$ cat config.mk
export PLATFORM = sky130hd
export DESIGN_NAME = pipe_decoder
export DESIGN_NICKNAME = d
export VERILOG_FILES = /design/src/rtl/decoder_pkg.sv /design/src/rtl/decode_comb.sv /design/src/rtl/pipe_decoder.sv
export SDC_FILE = /design/constraint.sdc
export NUM_CORES = 1
export LEC_CHECK = 0
export ABC_AREA = 0
export BUFFER_PORTS_ARGS = -buffer_cell sky130_fd_sc_hd__buf_2
export CORE_MARGIN = 1.5
export CORE_UTILIZATION = 40
export CTS_CLUSTER_SIZE = 24
export DETAILED_ROUTE_END_ITERATION = 8
export PLACE_DENSITY = 0.8
export SYNTH_ARGS = -nofsm -noshare
export SYNTH_HDL_FRONTEND = slang
export SYNTH_SLANG_ARGS = --single-unit
$ cat constraint.sdc
create_clock -name clk -period 2.2 [get_ports clk]
set_input_delay 0.11 -clock clk [delete_from_list [all_inputs] [get_ports clk]]
set_output_delay 0.11 -clock clk [all_outputs]
set_load 0.03 [all_outputs]
$ cat src/rtl/decoder_pkg.sv
// Shared op codes, opcode bytes, ModRM sub-codes and types for pipe_decoder.
// Build option: PIPE_DECODER_SKID_EN selects the two-entry skid output stage.
package decoder_pkg;

    localparam logic [3:0] OP_ADD = 4'b0000;
    localparam logic [3:0] OP_SUB = 4'b0001;
    localparam logic [3:0] OP_CMP = 4'b0010;
    localparam logic [3:0] OP_AND = 4'b0011;
    localparam logic [3:0] OP_OR  = 4'b0100;
    localparam logic [3:0] OP_XOR = 4'b0101;
    localparam logic [3:0] OP_NEG = 4'b0110;
    localparam logic [3:0] OP_NOT = 4'b0111;
    localparam logic [3:0] OP_SLL = 4'b1000;
    localparam logic [3:0] OP_SRL = 4'b1001;
    localparam logic [3:0] OP_SRA = 4'b1010;

    localparam logic [7:0] OPC_LD   = 8'h8B;
    localparam logic [7:0] OPC_ST   = 8'h89;
    localparam logic [7:0] OPC_LIL  = 8'h66;
    localparam logic [7:0] OPC_ADD  = 8'h01;
    localparam logic [7:0] OPC_SUB  = 8'h29;
    localparam logic [7:0] OPC_CMP  = 8'h39;
    localparam logic [7:0] OPC_AND  = 8'h21;
    localparam logic [7:0] OPC_OR   = 8'h09;
    localparam logic [7:0] OPC_XOR  = 8'h31;
    localparam logic [7:0] OPC_JMP  = 8'h90;
    localparam logic [7:0] OPC_HLT  = 8'hF4;
    localparam logic [7:0] OPC_GRP1 = 8'h83;
    localparam logic [7:0] OPC_GRP3 = 8'hF7;
    localparam logic [7:0] OPC_GRP2 = 8'hC1;

    // ModRM reg sub-codes; group 2 shifts reuse the 100/101/111 slots
    localparam logic [2:0] RG_ADD = 3'b000;
    localparam logic [2:0] RG_OR  = 3'b001;
    localparam logic [2:0] RG_NOT = 3'b010;
    localparam logic [2:0] RG_NEG = 3'b011;
    localparam logic [2:0] RG_AND = 3'b100;
    localparam logic [2:0] RG_SUB = 3'b101;
    localparam logic [2:0] RG_XOR = 3'b110;
    localparam logic [2:0] RG_CMP = 3'b111;
    localparam logic [2:0] RG_SLL = 3'b100;
    localparam logic [2:0] RG_SRL = 3'b101;
    localparam logic [2:0] RG_SRA = 3'b111;

    typedef enum logic {
        ST_RUN,
        ST_HALTED
    } state_t;

    typedef struct packed {
        logic [3:0] op;
        logic       use_im;
        logic [2:0] rd;
        logic [2:0] rs;
        logic       is_ld;
        logic       is_st;
        logic       is_mov;
        logic       is_lil;
        logic       is_jmp;
        logic       is_hlt;
        logic       illegal;
    } dec_t;

endpackage

$ cat src/rtl/decode_comb.sv
// Combinational instruction-word to field decode for pipe_decoder.
// Build option: none (PIPE_DECODER_SKID_EN only affects the top).
module decode_comb
    import decoder_pkg::*;
#(
    parameter int DW = 32
) (
    input  logic [31:0]   ir,
    output dec_t          dec,
    output logic [DW-1:0] imm
);

    logic [7:0]  opc;
    logic [1:0]  md;
    logic [2:0]  rg;
    logic [2:0]  rm;
    logic [7:0]  imm8;
    logic [15:0] imm16;
    logic        bad;

    assign opc   = ir[31:24];
    assign md    = ir[23:22];
    assign rg    = ir[21:19];
    assign rm    = ir[18:16];
    assign imm8  = ir[15:8];
    assign imm16 = ir[15:0];

    always_comb begin
        dec    = '0;
        imm    = '0;
        bad    = 1'b0;
        dec.rd = rm;
        dec.rs = rg;
        unique case (opc)
            OPC_LD:  dec.is_ld = 1'b1;
            OPC_ST: begin
                if (md == 2'b11) dec.is_mov = 1'b1;
                else             dec.is_st  = 1'b1;
            end
            OPC_LIL: begin
                dec.is_lil = 1'b1;
                imm        = DW'(imm16);
            end
            OPC_ADD: dec.op = OP_ADD;
            OPC_SUB: dec.op = OP_SUB;
            OPC_CMP: dec.op = OP_CMP;
            OPC_AND: dec.op = OP_AND;
            OPC_OR:  dec.op = OP_OR;
            OPC_XOR: dec.op = OP_XOR;
            OPC_JMP: dec.is_jmp = 1'b1;
            OPC_HLT: dec.is_hlt = 1'b1;
            OPC_GRP1: begin
                dec.use_im = 1'b1;
                imm        = DW'($signed(imm8));
                case (rg)
                    RG_ADD:  dec.op = OP_ADD;
                    RG_OR:   dec.op = OP_OR;
                    RG_AND:  dec.op = OP_AND;
                    RG_SUB:  dec.op = OP_SUB;
                    RG_XOR:  dec.op = OP_XOR;
                    RG_CMP:  dec.op = OP_CMP;
                    default: bad    = 1'b1;
                endcase
            end
            OPC_GRP3: begin
                case (rg)
                    RG_NOT:  dec.op = OP_NOT;
                    RG_NEG:  dec.op = OP_NEG;
                    default: bad    = 1'b1;
                endcase
            end
            OPC_GRP2: begin
                dec.use_im = 1'b1;
                imm        = DW'(imm8);
                case (rg)
                    RG_SLL:  dec.op = OP_SLL;
                    RG_SRL:  dec.op = OP_SRL;
                    RG_SRA:  dec.op = OP_SRA;
                    default: bad    = 1'b1;
                endcase
            end
            default: bad = 1'b1;
        endcase
        // illegal words travel on as a plain flagged bubble
        if (bad) begin
            dec.op      = OP_ADD;
            dec.use_im  = 1'b0;
            imm         = '0;
            dec.illegal = 1'b1;
        end
    end

endmodule

$ cat src/rtl/pipe_decoder.sv
// Pipelined decoder: handshake, RUN/HALTED control and output buffering.
// Build option: define PIPE_DECODER_SKID_EN for a registered-ready skid stage.
module pipe_decoder
    import decoder_pkg::*;
#(
    parameter int DW = 32,
    parameter int RW = 3
) (
    input  logic          clk,
    input  logic          rst,
    input  logic          in_valid,
    output logic          in_ready,
    input  logic [31:0]   ir,
    input  logic          resume,
    output logic          out_valid,
    input  logic          out_ready,
    output logic [3:0]    op,
    output logic          use_im,
    output logic [RW-1:0] rd,
    output logic [RW-1:0] rs,
    output logic [DW-1:0] imm,
    output logic          is_ld,
    output logic          is_st,
    output logic          is_mov,
    output logic          is_lil,
    output logic          is_jmp,
    output logic          is_hlt,
    output logic          illegal
);

    dec_t          dec;
    logic [DW-1:0] dec_imm;
    dec_t          out_q;
    logic [DW-1:0] imm_q;
    state_t        state;
    state_t        state_nxt;
    logic          in_fire;
    logic          out_fire;

    decode_comb #(
        .DW (DW)
    ) u_dec (
        .ir  (ir),
        .dec (dec),
        .imm (dec_imm)
    );

    assign in_fire  = in_valid && in_ready;
    assign out_fire = out_valid && out_ready;

    // resume is only looked at once HALTED is already the current state
    always_comb begin
        state_nxt = state;
        case (state)
            ST_RUN: begin
                if (in_fire && dec.is_hlt) state_nxt = ST_HALTED;
            end
            ST_HALTED: begin
                if (resume) state_nxt = ST_RUN;
            end
            default: state_nxt = ST_RUN;
        endcase
    end

    always_ff @(posedge clk) begin
        if (rst) state <= ST_RUN;
        else     state <= state_nxt;
    end

`ifdef PIPE_DECODER_SKID_EN

    dec_t          skid_q;
    logic [DW-1:0] skid_imm;
    logic          skid_valid;
    logic          skid_valid_nxt;
    logic          ready_q;

    assign in_ready = ready_q && !rst;

    always_comb begin
        skid_valid_nxt = skid_valid;
        if (in_fire && out_valid && !out_ready) skid_valid_nxt = 1'b1;
        else if (out_fire)                      skid_valid_nxt = 1'b0;
    end

    always_ff @(posedge clk) begin
        if (rst) begin
            out_valid  <= 1'b0;
            out_q      <= '0;
            imm_q      <= '0;
            skid_valid <= 1'b0;
            skid_q     <= '0;
            skid_imm   <= '0;
            ready_q    <= 1'b1;
        end else begin
            skid_valid <= skid_valid_nxt;
            ready_q    <= !skid_valid_nxt && (state_nxt == ST_RUN);
            if (in_fire && out_valid && !out_ready) begin
                skid_q   <= dec;
                skid_imm <= dec_imm;
            end
            if (!out_valid || out_ready) begin
                if (skid_valid) begin
                    out_q     <= skid_q;
                    imm_q     <= skid_imm;
                    out_valid <= 1'b1;
                end else if (in_fire) begin
                    out_q     <= dec;
                    imm_q     <= dec_imm;
                    out_valid <= 1'b1;
                end else begin
                    out_valid <= 1'b0;
                end
            end
        end
    end

`else

    assign in_ready = !rst && (state == ST_RUN) && (!out_valid || out_ready);

    always_ff @(posedge clk) begin
        if (rst) begin
            out_valid <= 1'b0;
            out_q     <= '0;
            imm_q     <= '0;
        end else if (in_fire) begin
            out_valid <= 1'b1;
            out_q     <= dec;
            imm_q     <= dec_imm;
        end else if (out_ready) begin
            out_valid <= 1'b0;
        end
    end

`endif

    assign op      = out_q.op;
    assign use_im  = out_q.use_im;
    assign rd      = RW'(out_q.rd);
    assign rs      = RW'(out_q.rs);
    assign imm     = imm_q;
    assign is_ld   = out_q.is_ld;
    assign is_st   = out_q.is_st;
    assign is_mov  = out_q.is_mov;
    assign is_lil  = out_q.is_lil;
    assign is_jmp  = out_q.is_jmp;
    assign is_hlt  = out_q.is_hlt;
    assign illegal = out_q.illegal;

endmodule

# Word-level counts from Yosys, hierarchy flattened

Cells that the tools add are included.

Equality and inequality tests: 22
Multiplexer cells: 25
Bitwise gates (word level): 1
Reductions and logical operators: 14

Operators by type and width:

| operator           | count |
|---|---|
| $pmux 32 s3        | 1 |
| $eq 8x8->1 const B | 7 |
| $eq 8x6->1 const B | 4 |
| $mux 32            | 1 |
| $pmux 4 s8         | 1 |
| $mux 1             | 15 |
| $pmux 3 s5         | 1 |
| $eq 3x3->1 const B | 4 |
| $pmux 4 s3         | 1 |
| $reduce_or 11->1   | 1 |
| $eq 8x1->1 const B | 1 |
| $eq 8x4->1 const B | 1 |
| $eq 8x7->1 const B | 1 |
| $eq 3x2->1 const B | 2 |
| $pmux 3 s2         | 1 |
| $reduce_or 6->1    | 1 |
| $mux 5             | 1 |
| $logic_and 1x1->1  | 4 |
| $pmux 1 s4         | 1 |
| $reduce_or 2->1    | 2 |
| $eq 3x1->1 const B | 1 |
| $logic_not 3->1    | 1 |
| $reduce_or 3->1    | 1 |
| $eq 2x2->1 const B | 1 |
| 6 further kinds    | 7 |

Bits in registers: 52
Bits of input ports: 37
Output and inout port bits: 52
Logic and storage cells: 76

# Depth between registers and ports, before layout

Gate-level depths: netlist (run 1).

Word-level depth: 7
Mapped depth: 9
Mapped depth without buffers: 5

# Modules after synthesis

Synthesis (run 1) repeated with hierarchy kept, for this count alone.

Cells, all modules: 368
Area total of the unflattened synthesis: 2864.0 µm²

Modules (own cells, without submodules):

| module       | times used | cells an instance | area each (µm²) | seq. area each (µm²) |
|---|---|---|---|---|
| pipe_decoder | 1          | 238               | 2030.7          | 1041.0 |
| decode_comb  | 1          | 130               | 833.3           | 0.0 |

# Least setup slack after synthesis (run 1)

OpenSTA, ideal clock, no wires.

Path kind: register -> register
Start: register out_valid
End: register imm_q[0], in the netlist imm[0]
Setup time: 0.074 ns
Data arrival time: 1.646 ns
Data required time: 2.126 ns
Setup slack: 0.480 ns
Cell stages (with the launch flop): 9
Buffers on the path: 3
Clock period less this slack: 1.720 ns
Cells stage by stage: dfxtp_1 nand2b_1 and4_1 buf_2 o21ai_2 or2_2 buf_2 clkbuf_2 o21ai_0

Cells in the longest elaborated chain, start to end: 4

Ends and longest elaborated chain:

| item                   | RTL line            | text |
|---|---|---|
| from (decl)            | pipe_decoder.sv:15  | `output logic out_valid,` |
| from (signal assigned) | pipe_decoder.sv:124 | `out_valid <= 1'b0;` |
| from (signal assigned) | pipe_decoder.sv:128 | `out_valid <= 1'b1;` |
| from (signal assigned) | pipe_decoder.sv:132 | `out_valid <= 1'b0;` |
| $logic_not 1->1        | pipe_decoder.sv:120 | `assign in_ready = !rst && (state == ST_RUN) && (!out_valid \|\| out_ready);` |
| $logic_or 1x1->1       | pipe_decoder.sv:120 |  |
| $logic_and 1x1->1      | pipe_decoder.sv:120 |  |
| $logic_and 1x1->1      | pipe_decoder.sv:48  | `assign in_fire = in_valid && in_ready;` |
| to (signal assigned)   | pipe_decoder.sv:130 | `imm_q <= dec_imm;` |
| to (decl)              | pipe_decoder.sv:34  | `logic [DW-1:0] imm_q;` |

No other way between the ends.
A chain may end at the register's enable or synchronous reset.

# Worst setup path after layout (run 1)

Start: register out_valid
End: register out_q, in the netlist is_mov

Cells in the longest elaborated chain, start to end: 4

Ends and longest elaborated chain:

| item                 | RTL line            | text |
|---|---|---|
| $logic_not 1->1      | pipe_decoder.sv:120 |  |
| $logic_or 1x1->1     | pipe_decoder.sv:120 |  |
| $logic_and 1x1->1    | pipe_decoder.sv:120 |  |
| $logic_and 1x1->1    | pipe_decoder.sv:48  |  |
| to (signal assigned) | pipe_decoder.sv:125 | `out_q <= '0;` |
| to (signal assigned) | pipe_decoder.sv:129 | `out_q <= dec;` |
| to (decl)            | pipe_decoder.sv:33  | `dec_t out_q;` |

No other way between the ends.

==> flow_summary_export.csv, run 1 <==
group,metric,value,unit
run_status,status,"finished clean",
placement,dp_hpwl,3640,um
synthesis,postSynthAreaPerCell,7.92,um2
setup_path,crit_required,2.43,ns
setup_path,worstSetupPathType,"reg2reg",
layout,ff_latch_area,741,um2
layout,layout_common_cells,"buf_2 (88), nand2_1 (37), dfxtp_1 (37), o21ai_0 (25), a21oi_1 (15)",
synthesis,syn_nets,271,
synthesis,yosysSeqAreaShare,39.9,%
grt,grt_remaining_overflow,0,
clock_network,path_clk_slew,0.07,ns
placement,gp_congestion,0.843,
detailed_routing,ant_nets,0,
floorplanning,row_count,24,
setup_path,critPathLaunchType,"flip-flop",
layout,final_util,53.1,%
setup_path,crit_chain,"nand2b_1 -> nand4_1 -> nor4_1 -> buf_4 -> a32o_1",
clock_network,cts_inserted_buffers,5,
timing,slew_headroom,62.3,%
worst_hold_path,holdPathEnd,"rd[1]",
pwr,p_int,0.998,mW
synthesis,syn_inst,234,
floorplanning,pin_count,89,
synthesis,yosys_warnings,0,
clock_network,clockRootBuffer,"clkbuf_8",
setup_path,worstPathArrival,1.87,ns
detailed_routing,wl_per_cell,13.2,um
grt,grt_pass1_vias,1724,
grt,antenna_found_initial,0,
timing,setup_viol,0,
clock_network,cts_tree,"built",
grt,grt_pass1_wl,7970,um
worst_hold_path,hp-class,"in2reg",
timing,hold_viol,0,
setup_path,cp_max_fo,8,
pwr,p_leak,1.07,nW
timing,tns,0,ns
clock_network,clk_latency,0.28,ns
pwr,clkPwrFrac,36.0,%
setup_path,critPathCaptureType,"flip-flop",
detailed_routing,viasPerCell,5.27,
floorplanning,core_region_area,4410,um2
pwr,p_sw_share,26.2,%
detailed_routing,drc_errors,0,
worst_hold_path,worstHoldPathCells,3,
run,drv_cap,0,
pwr,powerDensity,578,nW/um2
clock_network,cts_buffer_depth,2,
detailed_routing,drtPass1Iterations,4,
setup_path,ff2ff_setup_slack,0.56,ns
layout,multi_input_area,933,um2
setup_path,worst-path-buf-inv,1,
placement,port_buffers,88,
layout,drive_above_1_share,36.8,%
floorplanning,die_h,71.1,um
clock_network,cts.sinks,37,
pwr,switchingPower,0.355,mW
setup_path,r2r-start,"out_valid",
floorplanning,initial_core_util,42.0,%
timing,rsz0062_at_grt,"false",
clock_network,cts_setup_buffers,0,
detailed_routing,wl,4750,um
timing,max_freq,608,MHz
grt,grt_usage,19.3,%
setup_path,cp_top_family,"simple AND/OR/NAND/NOR gates",
layout,n_antenna_cell,0,
pwr,peakVddDrop,205,uV
setup_path,r2r-end,"is_mov",
timing,min_period_over_period,74.8,%
detailed_routing,first_iter_violations,112,
layout,fill_cells,433,
worst_hold_path,min_from,"ir[17]",
pwr,comb_power_share,13.3,%
setup_path,reg2regPathDepth,5,
setup_path,slowest_delay,0.47,ns
setup_path,slowest_stage,"nor4_1",
grt,grt_max_degree,23,
timing,drv_slew,0,
timing,clock_skew,0.00578,ns
timing,tightest_slew,0.561,ns
pwr,seqPwrFrac,50.8,%
synthesis,synth_cell_type_count,46,
synthesis,synth_area,1850,um2
layout,fin_nets,343,
timing,period_needed,1.64,ns
clock_network,h-tree-depth,2,
synthesis,ys_ff_latch,37,
detailed_routing,vias,1893,
layout,syn_to_final_growth,26.3,%
layout,final_common_cell,"buf_2",
floorplanning,die_x,71.1,um
floorplanning,die_area,5050,um2
## Yosys cell counts (all sizes together)
master,number,area share (%)
mux2,1,0.61
buf,19,7.2
nor4bb,1,0.54
a22oi,9,3.6
nor2,8,1.8
nor2b,5,1.7
nand2b,5,1.7
a22o,2,0.94
o21bai,1,0.41
or2,1,0.34
clkbuf,11,2.3
o211ai,1,0.41
nor3,3,0.81
xor2,1,0.47
o31ai,1,0.41
o32ai,1,0.47
nor4,2,0.67
or4b,1,0.74
nand4,4,1.3
nand3b,1,0.41
a21oi,15,4.0
nor4b,1,0.47
inv,3,0.61
o221a,1,0.61
or3,4,1.7
dfxtp,37,40
nand3,15,4.3
nor3b,5,2.0
a32o,2,1.1
or4,1,0.41
nand2,37,7.5
a31oi,2,0.67
and2,2,0.68
o21ai,28,8.0
and4,1,0.47
and3,2,0.74
## flip-flops by register name (all words and copies together), names as in the netlist, 3 cells and up
| register | count |
|---|---|
| imm | 17 |
| op | 4 |
| rd | 3 |
| rs | 3 |
## area by class of cell
type | count | share of cell area (%)
Inverter | 3 | 0.481
Clock buffer | 6 | 3.53
Multi-Input combinational cell | 164 | 39.9
Sequential cell | 37 | 31.6
Timing Repair Buffer | 95 | 21.2
Clock inverter | 2 | 0.588
Tap cell | 52 | 2.78
## kinds of logic (layout without fill, tap and decap cells)
kind of cell              after synthesis  in the layout  synth area share, %
and+or+nand+nor                        99             99                 28.3
DFF                                    37             37                 39.9
muxes                                   1              1                0.607
AOI/OAI and AO/OA                      63             63                 20.6
xor gates and xnor gates                1              1                0.472
buffers and inverters                  33            106                 10.1
## worst max-delay path by stage
stage | cells past startpoint | startpoint | endpoint
floorplan | 8 | out_valid | imm[0]
global placement | 6 | rst | is_mov
detailed placement | 6 | ir[29] | imm[13]
CTS | 5 | out_valid | is_mov
global route | 6 | ir[29] | imm[10]
finish | 5 | out_valid | is_mov
## through the flow
stage          area (um2)  hold slack (ns)  total power [mW]  setup WS, ns  instances
6_report             2340          0.00906              1.35         0.555        359
4_1_cts              2340          0.00437              1.37         0.590        359
3_5_place_dp         2240            0.297             0.879         0.357        350
2_1_floorplan        1850            0.209             0.804         0.480        234
3_3_place_gp         2240            0.292             0.877         0.400        350
5_1_grt              2340           0.0360              1.42         0.387        359
## tightest hold or removal path, delay by kind of cell
kind / cells / cell delay [ns]
AND/OR/NAND/NOR: 2 / 0.09
buffers and inverters: 1 / 0.07
## metal layers
layer	GRT usage (%)	part of all wire [%]	up-vias	wire, um
li1	-	-	959	-
met1	26.5	46	855	2210
met2	30.1	46	71	2180
met3	3.99	6.0	8	287
met4	7.13	1.8	0	84
met5	0	0	-	0
## power groups by stage
stage / Clock, mW / Combinational [mW] / Sequential [mW]
after floorplan: 0 / 0.0778 / 0.726
after global placement: 0 / 0.176 / 0.702
after detailed placement: 0 / 0.177 / 0.702
after CTS: 0.502 / 0.179 / 0.687
after global routing: 0.531 / 0.198 / 0.688
final: 0.487 / 0.180 / 0.687
## what timing repair did
action / CTS / global route
gates resized for setup: 0 / 0
hold buffers: 1 / 0
endpoints found under the hold margin: 1 / 0
setup endpoints to repair: 0 / 0
No activity file was read; power rests on OpenSTA's default activity.
==> run 2: changes to the inputs <==
--- a/config.mk
+++ b/config.mk
@@ -5,13 +5,13 @@
 export SDC_FILE = /design/constraint.sdc
 export NUM_CORES = 1
 export LEC_CHECK = 0
-export ABC_AREA = 0
+export ABC_AREA = 1
 export BUFFER_PORTS_ARGS = -buffer_cell sky130_fd_sc_hd__buf_2
 export CORE_MARGIN = 1.5
 export CORE_UTILIZATION = 40
 export CTS_CLUSTER_SIZE = 24
 export DETAILED_ROUTE_END_ITERATION = 8
-export PLACE_DENSITY = 0.8
+export PLACE_DENSITY = 0.77
 export SYNTH_ARGS = -nofsm -noshare
 export SYNTH_HDL_FRONTEND = slang
 export SYNTH_SLANG_ARGS = --single-unit
==> constraint.sdc (replaced) <==
create_clock -name clk -period 1.67 [get_ports clk]
set_input_delay 0.0835 -clock clk [delete_from_list [all_inputs] [get_ports clk]]
set_output_delay 0.0835 -clock clk [all_outputs]
set_load 0.03 [all_outputs]
==> run 2 against run 1 <==
  * Die area is 23% higher
  * First-iteration DRC count is 14% lower
  * Worst hold slack better by 0.035 ns
  * Highest routed layer unchanged
  * Fmax is 12% higher
  * Critical path depth is 5 higher
  * Design area is 22% higher
  * Non-clock buffer count is 3 higher
  * Sequential power is 33% higher
  * Count of clock-buffer cells in the layout is 1 higher
==> flow_summary_export.csv, run 2 <==
group,metric,value,unit
setup_path,worstSetupPathType,"reg2reg",
floorplanning,die_h,78.8,um
grt,met2_usage,33.3,%
floorplanning,row_count,27,
detailed_routing,wl_per_cell,11.3,um
synthesis,synth.area.mux_share,0,%
floorplanning,die_x,78.8,um
grt,antenna_found_initial,0,
pwr,p_leak,1.39,nW
grt,grt_util_met1,21.9,%
detailed_routing,first_iter_violations,96,
clock_network,clockRootBuffer,"clkbuf_8",
timing,slew_headroom,50.8,%
pwr,powerDensity,675,nW/um2
synthesis,synth_compound_area_share,9.47,%
setup_path,cp_max_fo,10,
synthesis,synth_area_leader_cell,"dfxtp_1",
synthesis,synth_adder_area_share,0,%
timing,rsz0062_at_grt,"false",
setup_path,critPathCaptureType,"flip-flop",
synthesis,synth-main-ff-cell,"dfxtp_1",
timing,period_needed,1.47,ns
synthesis,postSynthAreaPerCell,6.93,um2
grt,grt_remaining_overflow,0,
placement,gp_congestion,0.900,
timing,max_freq,680,MHz
timing,min_period_over_period,88.0,%
synthesis,synth_edf_count,0,
detailed_routing,drtPass1Iterations,4,
synthesis,synthMostInstantiatedCell,"nand2_1",
pwr,switchingPower,0.548,mW
detailed_routing,wl,5470,um
synthesis,yosys_warnings,0,
pwr,p_sw_share,28.5,%
synthesis,yosysSeqAreaShare,32.2,%
setup_path,worstPathArrival,1.69,ns
synthesis,synth_area,2300,um2
synthesis,syn_nets,369,
timing,drv_slew,0,
floorplanning,core_region_area,5540,um2
setup_path,cp_top_family,"buffers and inverters",
grt,gr-usage-met3,3.91,%
layout,drive_above_1_share,40.3,%
synthesis,synth_top_family_by_area,"simple AND/OR/NAND/NOR gates",
pwr,peakVddDrop,453,uV
grt,grt_usage,18.4,%
run,drv_cap,0,
placement,place_worst_setup_slack,-0.0252,ns
setup_path,critPathLaunchType,"flip-flop",
timing,tightest_slew,0.738,ns
synthesis,yosysTopAreaCellShare,32.2,%
setup_path,slowest_delay,0.31,ns
timing,clock_skew,0.00356,ns
synthesis,synth_cell_type_count,27,
layout,final_util,51.4,%
synthesis,ys_ff_latch,37,
setup_path,crit_required,1.89,ns
detailed_routing,ant_nets,0,
synthesis,async_flop_share,0,%
layout,fin_nets,448,
clock_network,cts_tree,"built",
detailed_routing,drc_errors,0,
synthesis,synth_area_leaders,"dfxtp_1 (32%), nand2_1 (15%), nor2_1 (6.0%)",
floorplanning,pin_count,89,
placement,dp_hpwl,4260,um
synthesis,synth-simple-area-share,45.3,%
layout,largest_register_ffs,17,
grt,grt_max_degree,23,
clock_network,cts_buffer_depth,2,
setup_path,crit_chain,"inv_1 -> nor2_1 -> inv_1 -> nand3_4 -> inv_1 -> buf_4 -> nand2_1 -> o21ai_0 -> nand3_2 -> a21oi_2",
detailed_routing,viasPerCell,4.74,
synthesis,netlist_top_cells_count,"nand2_1 (90), dfxtp_1 (37), nor2_1 (37)",
grt,grt_pass1_wl,9060,um
clock_network,clk_latency,0.28,ns
grt,busiest_layer,"met2",
pwr,comb_power_share,17.7,%
pwr,seqPwrFrac,47.4,%
clock_network,cts.sinks,37,
pwr,clkPwrFrac,35.0,%
timing,hold_viol,0,
clock_network,cts_inserted_buffers,5,
layout,n_antenna_cell,0,
layout,final_cells,484,
placement,port_buffers,88,
placement,dp.cells,473,
run_status,status,"finished clean",
setup_path,slowest_stage,"dfxtp_1",
timing,setup_ws,0.200,ns
clock_network,h-tree-depth,2,
synthesis,syn_inst,332,
pwr,p_int,1.38,mW
synthesis,synthXorXnorAreaFrac,0,%
layout,layout_common_cells,"nand2_1 (90), buf_2 (88), dfxtp_1 (37), nor2_1 (36), inv_1 (28)",
floorplanning,die_area,6210,um2
timing,tns,0,ns
floorplanning,initial_core_util,41.5,%
setup_path,crit_top_cell,"inv_1",
timing,setup_viol,0,
setup_path,worst-path-buf-inv,4,
layout,final_common_cell,"nand2_1",
detailed_routing,vias,2293,
clock_network,path_clk_slew,0.07,ns
layout,syn_to_final_growth,23.9,%
worst_hold_path,hp-class,"in2reg",
grt,grt_pass1_vias,2093,
## run 2: changes by cell type after synthesis, sizes merged, moves of 6 or more
| cell | delta |
|---|---|
| nor2 | +52 |
| o21ai | -18 |
| clkbuf | -8 |
| nand3 | +20 |
| inv | +29 |
| a21oi | +6 |
| nand2 | +65 |
| a22oi | -9 |
## run 2: routing by layer
metal  vias up  wire [um]  part of all wire (%)
met3         7        374                   6.8
li1       1184          -                     -
met5         -          0                     0
met2        75       2600                    47
met4         0         44                  0.80
met1      1027       2450                    45
## run 2: layout make-up
type	count	area, um2
well taps	72	90.1
multi-input cells	237	1270
inverters	32	120
repair buffers	98	523
fillers	554	2690
flip-flops and latches	37	741
clock inverters	1	5.00
clock buffers	7	96.3
## run 2: kinds of logic (layout without fill, tap and decap cells)
| group | after synthesis | after routing |
|---|---|---|
| AND/OR/NAND/NOR | 204 | 204 |
| buffers and inverters | 58 | 138 |
| flip-flops | 37 | 37 |
| AO/OA/AOI/OAI | 33 | 33 |
## run 2: worst paths after layout
kind,start,end,slack (ns),cells after the start
setup / recovery,out_valid,imm[7],0.20,10
hold / removal,resume,state,0.04,4
setup reg to reg,out_valid,imm[7],0.20,10
hold reg to reg,rd[1],rd[1],0.47,2
## run 2: stage by stage
stage | hold WS, ns | cell area [um2] | total power [mW]
detailed placement | 0.288 | 2700 | 1.26
global placement | 0.278 | 2700 | 1.26
global route | 0.0823 | 2850 | 2.01
CTS | 0.0367 | 2830 | 1.94
finish | 0.0443 | 2850 | 1.92
floorplan | 0.187 | 2300 | 1.17
## run 2: worst reg2reg max path: cells and delay by family (launching register included)
family                 cells  cell delay, ns
buffers and inverters      4            0.41
and+or+nand+nor            4            0.34
AOI/OAI and AO/OA          2            0.33
DFF                        1            0.31
## run 2: timing repair
action / in CTS / in global routing
setup buffers: 0 / 0
hold buffers: 3 / 0
hold endpoints to repair: 3 / 0
resized for setup: 0 / 3
setup endpoints to repair: 0 / 11
## run 2: power groups by stage
stage          Sequential [mW]  Combinational (mW)  Clock (mW)
2_1_floorplan            0.963               0.204           0
3_3_place_gp             0.930               0.326           0
3_5_place_dp             0.931               0.330           0
4_1_cts                  0.911               0.336       0.695
5_1_grt                  0.913               0.369       0.724
6_report                 0.911               0.340       0.672
==> run 3: changes to the inputs <==
--- a/config.mk
+++ b/config.mk
@@ -11,7 +11,7 @@
 export CORE_UTILIZATION = 40
 export CTS_CLUSTER_SIZE = 24
 export DETAILED_ROUTE_END_ITERATION = 8
-export PLACE_DENSITY = 0.77
+export PLACE_DENSITY = 0.69
 export SYNTH_ARGS = -nofsm -noshare
 export SYNTH_HDL_FRONTEND = slang
 export SYNTH_SLANG_ARGS = --single-unit
==> run 3 against run 2 <==
  * Critical path depth unchanged
  * Die area unchanged
  * Worst hold slack improved by 0.0024 ns
  * Via count shrank 0.13%
  * Global-route usage rose by 0.28 points
  * First-iteration DRC count shrank 7.3%
  * Critical path type unchanged
  * Critical endpoint is now imm[6]
  * Largest cell class unchanged
  * Largest power group is now clock
==> flow_summary_export.csv, run 3 (same netlist as run 2, synthesis figures left out) <==
group,metric,value,unit
run_status,status,"finished clean",
setup_path,reg2regPathDepth,10,
layout,syn_to_final_growth,24.6,%
grt,grt_pass1_wl,9270,um
layout,drive_above_1_share,40.1,%
placement,placed_area,2700,um2
timing,tightest_slew,0.734,ns
timing,setup_ws,0.225,ns
clock_network,cts.sinks,37,
floorplanning,die_x,78.8,um
floorplanning,die_area,6210,um2
timing,rsz0062_at_grt,"false",
timing,tns,0,ns
setup_path,cp_max_fo,10,
setup_path,worstSetupPathType,"reg2reg",
detailed_routing,wl_per_cell,11.5,um
setup_path,crit_required,1.91,ns
floorplanning,row_count,27,
setup_path,r2r-end,"imm[6]",
setup_path,ff2ff_setup_slack,0.23,ns
clock_network,cts_inserted_buffers,5,
pwr,powerDensity,757,nW/um2
timing,hold_viol,0,
timing,min_period_over_period,86.5,%
run,drv_cap,0,
layout,final_util,51.7,%
worst_hold_path,hp-class,"in2reg",
grt,grt_pass1_vias,2131,
floorplanning,pin_count,89,
grt,grt_max_degree,31,
detailed_routing,vias,2290,
detailed_routing,first_iter_violations,89,
placement,dp.cells,472,
grt,grt_usage,18.7,%
clock_network,path_clk_slew,0.08,ns
clock_network,cts_tree,"built",
worst_hold_path,worstHoldPathCells,4,
placement,place_worst_setup_slack,-0.0278,ns
timing,slew_headroom,51.1,%
grt,antenna_found_initial,0,
placement,gp_congestion,0.878,
detailed_routing,drc_errors,0,
pwr,total_power,2.17,mW
detailed_routing,ant_nets,0,
clock_network,h-tree-depth,2,
placement,port_buffers,88,
layout,final_common_cell,"nand2_1",
layout,final_cells,483,
clock_network,clockRootBuffer,"clkbuf_8",
timing,drv_slew,0,
layout,n_antenna_cell,0,
placement,dp_hpwl,4260,um
timing,setup_viol,0,
timing,max_freq,692,MHz
floorplanning,initial_core_util,41.5,%
timing,hold_slack,0.0467,ns
layout,largest_register_ffs,17,
setup_path,worstPathArrival,1.68,ns
clock_network,clk_latency,0.29,ns
detailed_routing,wl,5540,um
pwr,peakVddDrop,672,uV
pwr,p_leak,1.40,nW
layout,layout_common_cells,"nand2_1 (90), buf_2 (88), dfxtp_1 (37), nor2_1 (36), inv_1 (27)",
setup_path,critPathCaptureType,"flip-flop",
timing,clock_skew,0.00468,ns
layout,design_area,2870,um2
layout,fill_cells,556,
worst_hold_path,holdPathEnd,"state",
worst_hold_path,min_from,"resume",
floorplanning,die_h,78.8,um
grt,grt_remaining_overflow,0,
setup_path,critPathLaunchType,"flip-flop",
layout,fin_nets,447,
clock_network,cts_buffer_depth,2,
detailed_routing,drtPass1Iterations,4,
floorplanning,core_region_area,5540,um2
setup_path,r2r-start,"out_valid",
detailed_routing,viasPerCell,4.74,
timing,period_needed,1.44,ns
==> run 3: where the power goes <==
part | internal, mW | total (mW) | switching [mW]
clock network | 0.593 | 0.921 | 0.328
logic | 0.103 | 0.338 | 0.234
registers | 0.898 | 0.911 | 0.0124
total | 1.60 | 2.17 | 0.574
==> run 3: what timing repair did <==
| item | 4_1_cts | 5_1_grt |
|---|---|---|
| endpoints found under the hold margin | 3 | 0 |
| endpoints found under the setup margin | 0 | 4 |
| resized for setup | 0 | 3 |
| hold buffers | 3 | 0 |
| setup buffers | 0 | 0 |
==> run 3: layer usage <==
| layer | global-route usage [%] | share of wire, % | up-vias |
|---|---|---|---|
| met2 | 33.4 | 45 | 83 |
| met1 | 22.5 | 46 | 1018 |
| met3 | 4.02 | 7.5 | 7 |
| met4 | 5.26 | 1.1 | 0 |
| met5 | 0 | 0 | - |
| li1 | - | - | 1182 |
==> run 3: critical path: stages, from the launching register on <==
cell	delay, ns
dfxtp_1	0.31
inv_1	0.05
nor2_1	0.04
inv_1	0.07
nand3_1	0.12
buf_4	0.21
nor2_4	0.22
nand2_1	0.08
nand2_1	0.08
nand3_2	0.08
a21oi_2	0.14
==> run 3: layout make-up <==
cell class / count / area, um2 / share of cell area (%)
clock buffers: 5 / 68.8 / 2.40
clock inverters: 3 / 65.1 / 2.27
inverters: 32 / 120 / 4.19
multi-input cells: 237 / 1270 / 44.2
flip-flops and latches: 37 / 741 / 25.8
well taps: 72 / 90.1 / 3.14
repair buffers: 97 / 515 / 18.0
==> run 3: how the worst max path moves through the flow <==
stage | startpoint | endpoint | slack, ns | cells past startpoint
after floorplan | out_valid | imm[30] | 0.11 | 8
after global placement | ir[25] | imm[4] | 0.03 | 12
after detailed placement | ir[25] | imm[5] | -0.03 | 12
after CTS | out_valid | imm[7] | 0.10 | 9
after global routing | out_valid | imm[7] | 0.004 | 9
final | out_valid | imm[6] | 0.23 | 10
